## config.mk

```make
export PLATFORM = sky130hd
export DESIGN_NAME = clk_div_prog
export DESIGN_NICKNAME = d
export VERILOG_FILES = /design/src/rtl/clk_div_prog.sv
export SDC_FILE = /design/constraint.sdc
export NUM_CORES = 1
export LEC_CHECK = 0
export ABC_CLOCK_PERIOD_IN_PS = 7800
export BUFFER_PORTS_ARGS = -buffer_cell sky130_fd_sc_hd__buf_4
export CORE_UTILIZATION = 50
export DETAILED_ROUTE_END_ITERATION = 7
export GPL_ROUTABILITY_DRIVEN = 0
export PLACE_DENSITY_LB_ADDON = 0.25
export SLEW_MARGIN = 25
export SYNTH_ARGS = -nofsm -noshare
export SYNTH_HDL_FRONTEND = slang
export SYNTH_SLANG_ARGS = --single-unit
```

## constraint.sdc

```tcl
create_clock -name Clk_i -period 7.8 [get_ports Clk_i]
set_clock_uncertainty 0.1 [all_clocks]
set_input_delay 2.34 -clock Clk_i [delete_from_list [all_inputs] [get_ports Clk_i]]
set_output_delay 2.34 -clock Clk_i [all_outputs]
set_load 0.005 [all_outputs]
```

## src/rtl/clk_div_prog.sv

```systemverilog
// Programmable clock-enable / divided-clock generator: Tick strobe every D cycles,
// 50%-duty ClkOut of period 2*D, and a wrapping Tick counter. Divisor changes land on period boundaries.
module clk_div_prog #(
    parameter int unsigned CNT_W = 27,
    parameter int unsigned DIV0  = 100000000,
    parameter int unsigned DIV1  = 50000000,
    parameter int unsigned DIV2  = 25000000,
    parameter int unsigned EVT_W = 8
) (
    input  logic             Clk_i,
    input  logic             Rst_i,
    input  logic             En_i,
    input  logic [1:0]       Sel_i,
    input  logic             LoadDiv_i,
    input  logic [CNT_W-1:0] DivIn_i,
    output logic             ClkOut_o,
    output logic             Tick_o,
    output logic             Pending_o,
    output logic [CNT_W-1:0] ActDiv_o,
    output logic [EVT_W-1:0] EvtCnt_o
);

    localparam logic [CNT_W-1:0] DIV0_T = CNT_W'(DIV0);
    localparam logic [CNT_W-1:0] DIV1_T = CNT_W'(DIV1);
    localparam logic [CNT_W-1:0] DIV2_T = CNT_W'(DIV2);

    // A zero divisor is promoted to 1 so ActDiv-1 can never underflow.
    function automatic logic [CNT_W-1:0] sat(input logic [CNT_W-1:0] x);
        return (x == '0) ? CNT_W'(1) : x;
    endfunction

    logic [CNT_W-1:0] divCnt_q, divCnt_d;
    logic [CNT_W-1:0] actDiv_q, actDiv_d;
    logic [CNT_W-1:0] custom_q, custom_d;
    logic [EVT_W-1:0] evtCnt_q, evtCnt_d;
    logic             clkOut_q, clkOut_d;
    logic             tick_q, tick_d;
    logic [CNT_W-1:0] req;
    logic             terminal;

    always_comb begin
        req = custom_q;
        case (Sel_i)
            2'd0:    req = sat(DIV0_T);
            2'd1:    req = sat(DIV1_T);
            2'd2:    req = sat(DIV2_T);
            default: req = custom_q;
        endcase
    end

    assign terminal = (divCnt_q == (actDiv_q - CNT_W'(1)));

    // The request is only adopted at a terminal count or while paused, always with the count at zero.
    always_comb begin
        divCnt_d = divCnt_q;
        actDiv_d = actDiv_q;
        custom_d = custom_q;
        evtCnt_d = evtCnt_q;
        clkOut_d = clkOut_q;
        tick_d   = 1'b0;
        if (LoadDiv_i) begin
            custom_d = sat(DivIn_i);
        end
        if (!En_i) begin
            actDiv_d = req;
            divCnt_d = '0;
        end else if (terminal) begin
            divCnt_d = '0;
            tick_d   = 1'b1;
            clkOut_d = ~clkOut_q;
            evtCnt_d = evtCnt_q + EVT_W'(1);
            actDiv_d = req;
        end else begin
            divCnt_d = divCnt_q + CNT_W'(1);
        end
    end

    always_ff @(posedge Clk_i) begin
        if (Rst_i) begin
            divCnt_q <= '0;
            actDiv_q <= sat(DIV0_T);
            custom_q <= sat(DIV0_T);
            evtCnt_q <= '0;
            clkOut_q <= 1'b0;
            tick_q   <= 1'b0;
        end else begin
            divCnt_q <= divCnt_d;
            actDiv_q <= actDiv_d;
            custom_q <= custom_d;
            evtCnt_q <= evtCnt_d;
            clkOut_q <= clkOut_d;
            tick_q   <= tick_d;
        end
    end

    assign ClkOut_o  = clkOut_q;
    assign Tick_o    = tick_q;
    assign Pending_o = (req != actDiv_q);
    assign ActDiv_o  = actDiv_q;
    assign EvtCnt_o  = evtCnt_q;

endmodule

```

Word level (Yosys, flattened, before mapping):

Cells that the tools add are included.

* bits in registers: 91

* add/sub/neg operators: 3
* reductions and logical operators: 5
* multiplexer cells: 5
* bitwise logic cells: 2
* equal/unequal tests: 5

Operators by type and width (number)
* $mux 27: 3
* $pmux 27 s3: 1
* $add 27x1->27 const B: 1
* $eq 27x27->1: 1
* $logic_not 27->1: 1
* $ne 27x27->1: 1
* $sub 27x1->27 const B: 1
* $add 8x1->8 const B: 1
* $reduce_or 3->1: 1
* $eq 2x1->1 const B: 1
* $eq 2x2->1 const B: 1
* $logic_not 2->1: 1
* $ne 2x1->1 const B: 1
* $not 1->1: 2
* $reduce_and 2->1: 1
* $reduce_or 2->1: 1
* $mux 1: 1

Depth between registers and ports, before layout:

Gate-level depths: netlist of the first run.

* depth after elaboration: 4
* mapped depth: 14
* depth with buffers taken out: 11

Least setup slack after synthesis of the first run:

No wires, ideal clock.

* kind: in2out
* start point: input Sel_i[0]
* end point: output Pending_o
* slack: 1.701 ns
* stages: 7
* path buffers: 0
* data arrival time: 3.659 ns
* cells stage by stage: inv_1 -> ha_1 -> or3_1 -> a221oi_1 -> a21oi_1 -> nor4_1 -> nand4_1

* longest elaborated chain between the ends: 3

Ends and longest elaborated chain
* start: declaration: RTL line 13 `input logic [1:0] Sel_i,`
* $eq 2x2->1, or another cell as far along: RTL line 43 `case (Sel_i)`
* $pmux 27 s3 *: RTL line 43
* $ne 27x27->1 *: RTL line 98 `assign Pending_o = (req != actDiv_q);`
* end: declaration: RTL line 18 `output logic Pending_o,`

Every way passes the cells marked *; elsewhere a longest branch is shown, timed or not.

Final worst setup path of the first run:

Same ends and word-level chain as after synthesis.

==> flow_summary.yaml, run 1 <==
run_status:
  status: "finished, final reports clean"
setup_path:
  slowest_stage: "ha_1"
  r2r-start: "ActDiv_o[0]$_SDFFE_PP0P_"
  path_cells: "buf_4, ha_1, buf_4, mux2i_1, xnor2_1, nor3_1, nand4_1, buf_4"
  path_common_cell: "buf_4"
  crit_start: "Sel_i[0]"
  arrival_ps: 4400
  critPathKind: "input port to output pin"
  path_max_fanout: 27
  endpoint_kind: "output pin"
  max_stage_delay_ps: 650
  cp.required_ps: 5360
  startpoint_type: "input port"
routing:
  wl_per_cell_um: 17.0
  vias: 4907
  wl_met1_um: 6390
  postRouteAntennaNets: 0
  routed_via_density: 5.93
  top_layer_used: "met4"
  drtIter0Drc: 290
  dr.pass1.iters: 5
  drc: 0
  met2_wirelength_um: 6540
  met3_length_um: 799
  wirelength_um: 14000
placed_design:
  portBuffers: 70
  place_ws_ps: 958
  dp_hpwl_um: 10300
final_layout:
  nFillCells: 943
  seq_area_mm2: 0.00182
  diodes: 0
  final_cell_mix: "91 x dfxtp_1, 89 x nor2_1, 73 x buf_4, 50 x xnor2_1, 41 x nand2_1"
  multiInputGateArea_mm2: 0.00318
  area_growth_syn_to_layout_pct: 13.4
  drive_gt1_share_pct: 14.6
  layout_commonest_cell: "dfxtp_1"
  final_nets: 727
power:
  total_leakage_power_uw: 0.00227
  worst_ir_drop_vdd_v: 0.0000935
  p_per_area_mw_per_mm2: 162
  fin_total_pwr_uw: 976
clocking:
  clock_latency_ps: 380
  post-cts-setup-buffers: 0
  cts_made_buffers: 9
  cts_tree: "built"
  cts_resized: 0
  cts_buffer_depth: 2
  clkTransAtPathRegs_ps: 90
  htreeDepth: 3
  clk_root_buffer_cell: "clkbuf_8"
  cts_sinks: 91
  holdBufCountCts: 0
yosys:
  avgSynthCellArea_um2: 8.10
  synth-edff-count: 0
  synth_area_leaders: "dfxtp_1 34%, xnor2_1 8.3%, nor2_1 6.3%, xor2_1 6.1%, mux2i_1 4.2%"
  syn_inst: 654
  yosysWarnings: 0
  synth_cell_types: 59
  syn_nets: 694
  async_flop_share_pct: 0
  yosys.area.top_type: "dfxtp_1"
  yosysTopAreaCellShare_pct: 34.4
  seq_area_frac_synth_pct: 34.4
  synth_seq_cells: 91
  syn_area_mm2: 0.00530
  synth_flop_cell: "dfxtp_1"
floorplan:
  die_h_um: 105
  die-area_mm2: 0.0110
  std_cell_rows: 37
  core_mm2: 0.0103
  fp.dieW_um: 105
  initial_core_util_pct: 51.5
  io_pins: 71
sta:
  fmax_ghz: 0.146
  drv_slew: 0
  maxSlewHeadroom_pct: 48.7
  setup_viol_count_final: 0
  fin_tns_setup_ps: 0
  fin_ws_ps: 959
  rsz0062_at_grt: "no"
  final_hold_viol_count: 0
  fin_crit_sh_pct: 87.7
  post-route-min-period_ps: 6840
  worst_pin_slew_ps: 770
global_route:
  grt_max_degree: 57
  grt_pass1_vias: 4576
  antenna_found_initial: 0
  gr-total-overflow: 0
  grt_pass1_wl_um: 23300
  grtUsageTotal_pct: 26.7
min_path:
  hp-start: "divCnt_q[0]$_SDFF_PP0_"
  hold_path.class: "flop to flop"
flow_run:
  drv_cap: 0
==> state kept, by name, indices dropped and copies added (netlist names) <==
| register | cells |
|---|---|
| custom_q | 27 |
| ActDiv_o | 27 |
| EvtCnt_o | 8 |
| divCnt_q | 27 |
| Tick_o | 1 |
| ClkOut_o | 1 |
==> worst max-delay path, delay by kind of cell <==
family	cells	cell delay [ps]
adders and majority gates	1	650
and+or+nand+nor	2	330
muxes	1	300
xor gates and xnor gates	1	100
buffers and inverters	3	680
==> power breakdown <==
group          switching, uW  internal, uW  total (uW)  leakage (uW)
clock                    181           160         341      0.000107
sequential              28.6           480         508      0.000743
combinational           67.8          58.9         127       0.00142
==> kinds of logic after synthesis <==
kind of cell | share of synthesized area, %
multiplexers | 4.16
AND/OR/NAND/NOR | 25.6
AO/OA/AOI/OAI | 14.1
adder cells (fa/ha/maj) | 1.65
buffers and inverters | 5.67
flip-flops | 34.4
XOR/XNOR | 14.4
==> metrics by stage <==
stage	util (%)	cell area [um2]	hold WS, ps	instances
floorplan	-	5300	353	654
global placement	56.4	5800	363	812
detailed placement	56.4	5800	383	812
CTS	58.4	6010	404	828
global route	58.5	6010	433	828
finish	58.5	6010	397	828
==> layout make-up <==
type	count	area share, %
well taps	136	2.83
repair buffers	73	9.12
clock inverters	6	1.17
multi-input cells	490	52.9
inverters	22	1.37
flip-flops and latches	91	30.3
clock buffers	10	2.29
==> path summary, 6_finish.rpt <==
| kind | slack [ps] | to | depth (start not counted) |
|---|---|---|---|
| max reg2reg | 3030 | divCnt_q[8]$_SDFF_PP0_ | 12 |
| min | 400 | divCnt_q[0]$_SDFF_PP0_ | 1 |
| max | 960 | Pending_o | 8 |
| min reg2reg | 400 | divCnt_q[0]$_SDFF_PP0_ | 1 |
==> Yosys cell counts (all sizes together), types with 7 or more instances <==
library cell and count:
nand4 17, nor3 28, o21ai 18, xnor2 50, o211ai 10, xor2 37
buf 19, mux2i 22, nor2 89, dfxtp 91, clkbuf 32, ha 7
a21oi 20, nand3 22, inv 22, o31ai 12, nand2 41, or3 15
nor4 18
==> metal layers <==
layer,track usage (%),vias to the layer above
li1,-,2379
met1,35.8,2338
met2,43.2,162
met3,4.49,28
met4,9.56,0
met5,0,-
Power figures use the tool's default switching activity.
==> inputs of run 2 (changes only) <==
--- a/config.mk
+++ b/config.mk
@@ -7,6 +7,7 @@
 export LEC_CHECK = 0
 export ABC_CLOCK_PERIOD_IN_PS = 7800
 export BUFFER_PORTS_ARGS = -buffer_cell sky130_fd_sc_hd__buf_4
+export CORE_MARGIN = 2
 export CORE_UTILIZATION = 50
 export DETAILED_ROUTE_END_ITERATION = 7
 export GPL_ROUTABILITY_DRIVEN = 0
==> run 2 against run 1 <==
- hold slack worse by 5.3 ps
- via count is 0.84% lower
- global-route usage is 1.5 points lower
- largest cell class unchanged
- critical endpoint unchanged
- count of clock-buffer cells in the layout is 1 lower
- sequential share of layout area hardly changed
- power is 1.2% higher
==> flow_summary.yaml, run 2 (synthesized netlist as in run 1, its figures left out) <==
run_status:
  status: "finished, final reports clean"
setup_path:
  path_buf_inv: 3
  endpoint_kind: "output pin"
  crit_start: "Sel_i[0]"
  max_stage_delay_ps: 430
  reg2reg_slack_ps: 3000
  path_max_fanout: 38
  path_common_cell: "buf_4"
  r2r-start: "ActDiv_o[0]$_SDFFE_PP0P_"
  critPathKind: "input port to output pin"
  startpoint_type: "input port"
  arrival_ps: 4320
  path_cells: "buf_4, ha_1, buf_4, mux2i_1, xnor2_1, nor3_1, nand4_1, buf_4"
  crit_family: "buffers and inverters"
  cp.required_ps: 5360
  slowest_stage: "buf_4"
sta:
  fin_ws_ps: 1040
  fin_crit_sh_pct: 86.6
  fmax_ghz: 0.148
  drv_slew: 0
  fin_tns_setup_ps: 0
  worst_pin_slew_ps: 922
  setup_viol_count_final: 0
  holdWs_ps: 392
  maxSlewHeadroom_pct: 38.5
  final_hold_viol_count: 0
  post-route-min-period_ps: 6760
  rsz0062_at_grt: "no"
clocking:
  clk_root_buffer_cell: "clkbuf_8"
  cts_resized: 0
  cts_made_buffers: 9
  clkTransAtPathRegs_ps: 110
  holdBufCountCts: 0
  cts_sinks: 91
  cts_buffer_depth: 2
  clock_latency_ps: 380
  cts_tree: "built"
  htreeDepth: 3
  post-cts-setup-buffers: 0
floorplan:
  die-area_mm2: 0.0114
  std_cell_rows: 37
  initial_core_util_pct: 51.3
  fp.dieW_um: 107
  io_pins: 71
  die_h_um: 107
  core_mm2: 0.0103
power:
  p_per_area_mw_per_mm2: 164
  worst_ir_drop_vdd_v: 0.0000945
  fin_total_pwr_uw: 987
  total_leakage_power_uw: 0.00227
placed_design:
  portBuffers: 70
  dp_hpwl_um: 10100
  place_ws_ps: 1070
final_layout:
  drive_gt1_share_pct: 14.5
  layout_commonest_cell: "dfxtp_1"
  final_nets: 726
  diodes: 0
  area_growth_syn_to_layout_pct: 13.5
  nFillCells: 936
  final_cell_mix: "91 x dfxtp_1, 89 x nor2_1, 72 x buf_4, 50 x xnor2_1, 41 x nand2_1"
global_route:
  grtUsageTotal_pct: 25.2
  grt.busiest_layer: "met2"
  met1_usage_pct: 33.9
  grt_pass1_vias: 4554
  grtUsageMet2_pct: 41.4
  grt_util_met3_pct: 3.89
  gr-total-overflow: 0
  grt_max_degree: 57
  antenna_found_initial: 0
  grt_pass1_wl_um: 23000
routing:
  drtIter0Drc: 323
  drc: 0
  wirelength_um: 13900
  postRouteAntennaNets: 0
  dr.pass1.iters: 5
  wl_per_cell_um: 16.8
  vias: 4866
  routed_via_density: 5.88
min_path:
  hold_path.class: "flop to flop"
  hp-start: "EvtCnt_o[7]$_SDFFE_PP0P_"
flow_run:
  drv_cap: 0
run 2: changes by cell type in the layout (fill, tap and decap cells not counted):
| cell | delta |
|---|---|
| buf_4 | -1 |
| clkbuf_8 | -1 |
| clkinv_2 | -1 |
| clkinv_8 | +1 |
| inv_6 | -1 |
| inv_8 | +2 |
run 2: metrics by stage:
| step | instances | cell area, um2 | util, % |
|---|---|---|---|
| 2_1_floorplan | 654 | 5300 | - |
| 3_3_place_gp | 811 | 5790 | 56.1 |
| 3_5_place_dp | 811 | 5790 | 56.1 |
| 4_1_cts | 827 | 6010 | 58.2 |
| 5_1_grt | 827 | 6010 | 58.2 |
| 6_report | 827 | 6010 | 58.2 |
run 2: final timing paths:
path | end | cells past startpoint
setup / recovery | Pending_o | 8
hold / removal | EvtCnt_o[7]$_SDFFE_PP0P_ | 2
setup reg to reg | divCnt_q[19]$_SDFF_PP0_ | 12
hold reg to reg | EvtCnt_o[7]$_SDFFE_PP0P_ | 2
run 2: area by class of cell:
class / count / area (um2) / area share (%)
clock inverters: 7 / 95.1 / 1.58
repair buffers: 72 / 541 / 8.99
inverters: 22 / 82.6 / 1.37
flip-flops and latches: 91 / 1820 / 30.3
clock buffers: 9 / 124 / 2.06
well taps: 136 / 170 / 2.83
multi-input cells: 490 / 3180 / 52.9
run 2: layer usage:
layer  routed length (um)  part of all wire (%)  vias up
li1                     -                     -     2374
met1                 6320                    45     2293
met2                 6470                    47      177
met3                  864                   6.2       22
met4                  239                   1.7        0
met5                    0                     0        -
run 2: power breakdown:
part           internal, uW  switching (uW)  total [uW]  leakage [uW]
clock network           158             195         352      0.000111
registers               480            29.4         509      0.000743
logic                  58.6            67.3         126       0.00141
total                   696             291         987       0.00227
run 2: worst min-delay path, delay by kind of cell (launching register included):
| family | cells | cell delay, ps |
|---|---|---|
| flip-flops | 1 | 340 |
| AO/OA/AOI/OAI | 2 | 110 |
==> inputs of run 3 (changes only) <==
--- a/config.mk
+++ b/config.mk
@@ -7,11 +7,14 @@
 export LEC_CHECK = 0
 export ABC_CLOCK_PERIOD_IN_PS = 7800
 export BUFFER_PORTS_ARGS = -buffer_cell sky130_fd_sc_hd__buf_4
+export CELL_PAD_IN_SITES_DETAIL_PLACEMENT = 1
+export CELL_PAD_IN_SITES_GLOBAL_PLACEMENT = 1
 export CORE_MARGIN = 2
-export CORE_UTILIZATION = 50
+export CORE_UTILIZATION = 47
 export DETAILED_ROUTE_END_ITERATION = 7
 export GPL_ROUTABILITY_DRIVEN = 0
 export PLACE_DENSITY_LB_ADDON = 0.25
+export SKIP_LAST_GASP = 1
 export SLEW_MARGIN = 25
 export SYNTH_ARGS = -nofsm -noshare
 export SYNTH_HDL_FRONTEND = slang
==> run 3 against run 2 <==
- fmax decreased by 1.0%
- routed wire length up 18%
- count of clock-buffer cells in the layout grew 1
- critical path type unchanged
- via count rose by 3.2%
==> flow_summary.yaml, run 3 (synthesized netlist as in run 1, its figures left out) <==
sta:
  rsz0062_at_grt: "no"
  post-route-min-period_ps: 6830
  fin_crit_sh_pct: 87.6
  worst_pin_slew_ps: 782
  setup_viol_count_final: 0
  maxSlewHeadroom_pct: 47.7
  fmax_ghz: 0.146
  final_hold_viol_count: 0
  holdWs_ps: 381
  fin_tns_setup_ps: 0
  drv_slew: 0
setup_path:
  reg2reg_slack_ps: 2860
  max_stage_delay_ps: 510
  path_max_fanout: 35
  critPathKind: "input port to output pin"
  cp.required_ps: 5360
  reg2reg_depth: 12
  r2r-start: "ActDiv_o[1]$_SDFFE_PP0P_"
  crit_start: "Sel_i[0]"
  arrival_ps: 4390
  path_cells: "buf_4, ha_1, buf_4, mux2i_1, xnor2_1, nor3_1, nand4_1, buf_4"
  reg2reg_to: "divCnt_q[7]$_SDFF_PP0_"
  startpoint_type: "input port"
  path_common_cell: "buf_4"
  slowest_stage: "ha_1"
  endpoint_kind: "output pin"
routing:
  drtIter0Drc: 261
  routed_via_density: 6.04
  wirelength_um: 16400
  postRouteAntennaNets: 0
  dr.pass1.iters: 4
  drc: 0
  wl_per_cell_um: 19.7
  vias: 5024
clocking:
  cts_tree: "built"
  cts_resized: 0
  cts_buffer_depth: 2
  clkTransAtPathRegs_ps: 70
  clk_root_buffer_cell: "clkbuf_16"
  cts_made_buffers: 9
  holdBufCountCts: 0
  clock_latency_ps: 350
  htreeDepth: 3
  post-cts-setup-buffers: 0
  cts_sinks: 91
placed_design:
  dp_hpwl_um: 12000
  placed_area_mm2: 0.00580
  portBuffers: 70
global_route:
  grt_pass1_vias: 5076
  grt_max_degree: 57
  grtUsageTotal_pct: 28.5
  grt_pass1_wl_um: 26600
  antenna_found_initial: 0
  gr-total-overflow: 0
final_layout:
  final_nets: 727
  layout_commonest_cell: "dfxtp_1"
  diodes: 0
  drive_gt1_share_pct: 14.6
  final_cell_mix: "91 x dfxtp_1, 89 x nor2_1, 73 x buf_4, 50 x xnor2_1, 41 x nand2_1"
  area_growth_syn_to_layout_pct: 15.4
  final_area_mm2: 0.00611
power:
  p_per_area_mw_per_mm2: 180
  worst_ir_drop_vdd_v: 0.000104
  total_leakage_power_uw: 0.00231
floorplan:
  die_h_um: 110
  die-area_mm2: 0.0121
  core_mm2: 0.0109
  initial_core_util_pct: 48.4
  std_cell_rows: 38
  fp.dieW_um: 110
  io_pins: 71
run_status:
  status: "finished, final reports clean"
min_path:
  hp-start: "EvtCnt_o[7]$_SDFFE_PP0P_"
  hold_path.class: "flop to flop"
  min_path_cells: 2
  hold_path_end: "EvtCnt_o[7]$_SDFFE_PP0P_"
flow_run:
  drv_cap: 0
## run 3: cell count changes in the layout (fill, tap and decap cells not counted), moves of 2 or more
cell	delta
clkbuf_16	+9
inv_6	+2
inv_8	-2
clkbuf_8	-8
clkinv_4	-2
## run 3: worst max-delay path: cells and delay by family
| family | cells | cell delay (ps) |
|---|---|---|
| fa+ha+maj | 1 | 510 |
| simple gates | 2 | 400 |
| buf+inv | 3 | 710 |
| mux | 1 | 330 |
| xor+xnor | 1 | 100 |
## run 3: metrics by stage
step	instances	worst slack, ps	util [%]	total power, uW
CTS	832	1000	55.9	1110
detailed placement	816	1030	53.1	649
finish	832	971	55.9	1100
floorplan	654	1700	-	596
global placement	816	1200	53.1	641
global route	832	790	55.9	1140
## run 3: cell type report
type	count	area [um2]
Clock buffer	10	239
Fill cell	1345	4820
Clock inverter	6	68.8
Inverter	22	82.6
Tap cell	140	175
Multi-Input combinational cell	490	3180
Sequential cell	91	1820
Timing Repair Buffer	73	548
## run 3: worst max path at each step
stage	endpoint	slack [ps]	cells past startpoint
after detailed placement	Pending_o	1030	8
after CTS	Pending_o	1000	8
after global routing	Pending_o	790	8
final	Pending_o	970	8
after floorplan	Pending_o	1700	7
after global placement	Pending_o	1200	8
## run 3: routing by layer
layer	routed length (um)	track usage (%)	vias up
met5	0	0	-
met2	7860	46.6	123
met3	1010	5.17	30
met4	422	11.4	0
li1	-	-	2382
met1	7110	37.1	2489
## run 3: report_power, final
group / total, uW / internal, uW / leakage (uW) / switching (uW)
Sequential: 510 / 480 / 0.000743 / 30.0
Combinational: 132 / 59.0 / 0.00142 / 73.2
Clock: 458 / 260 / 0.000150 / 198
Total: 1100 / 799 / 0.00231 / 301
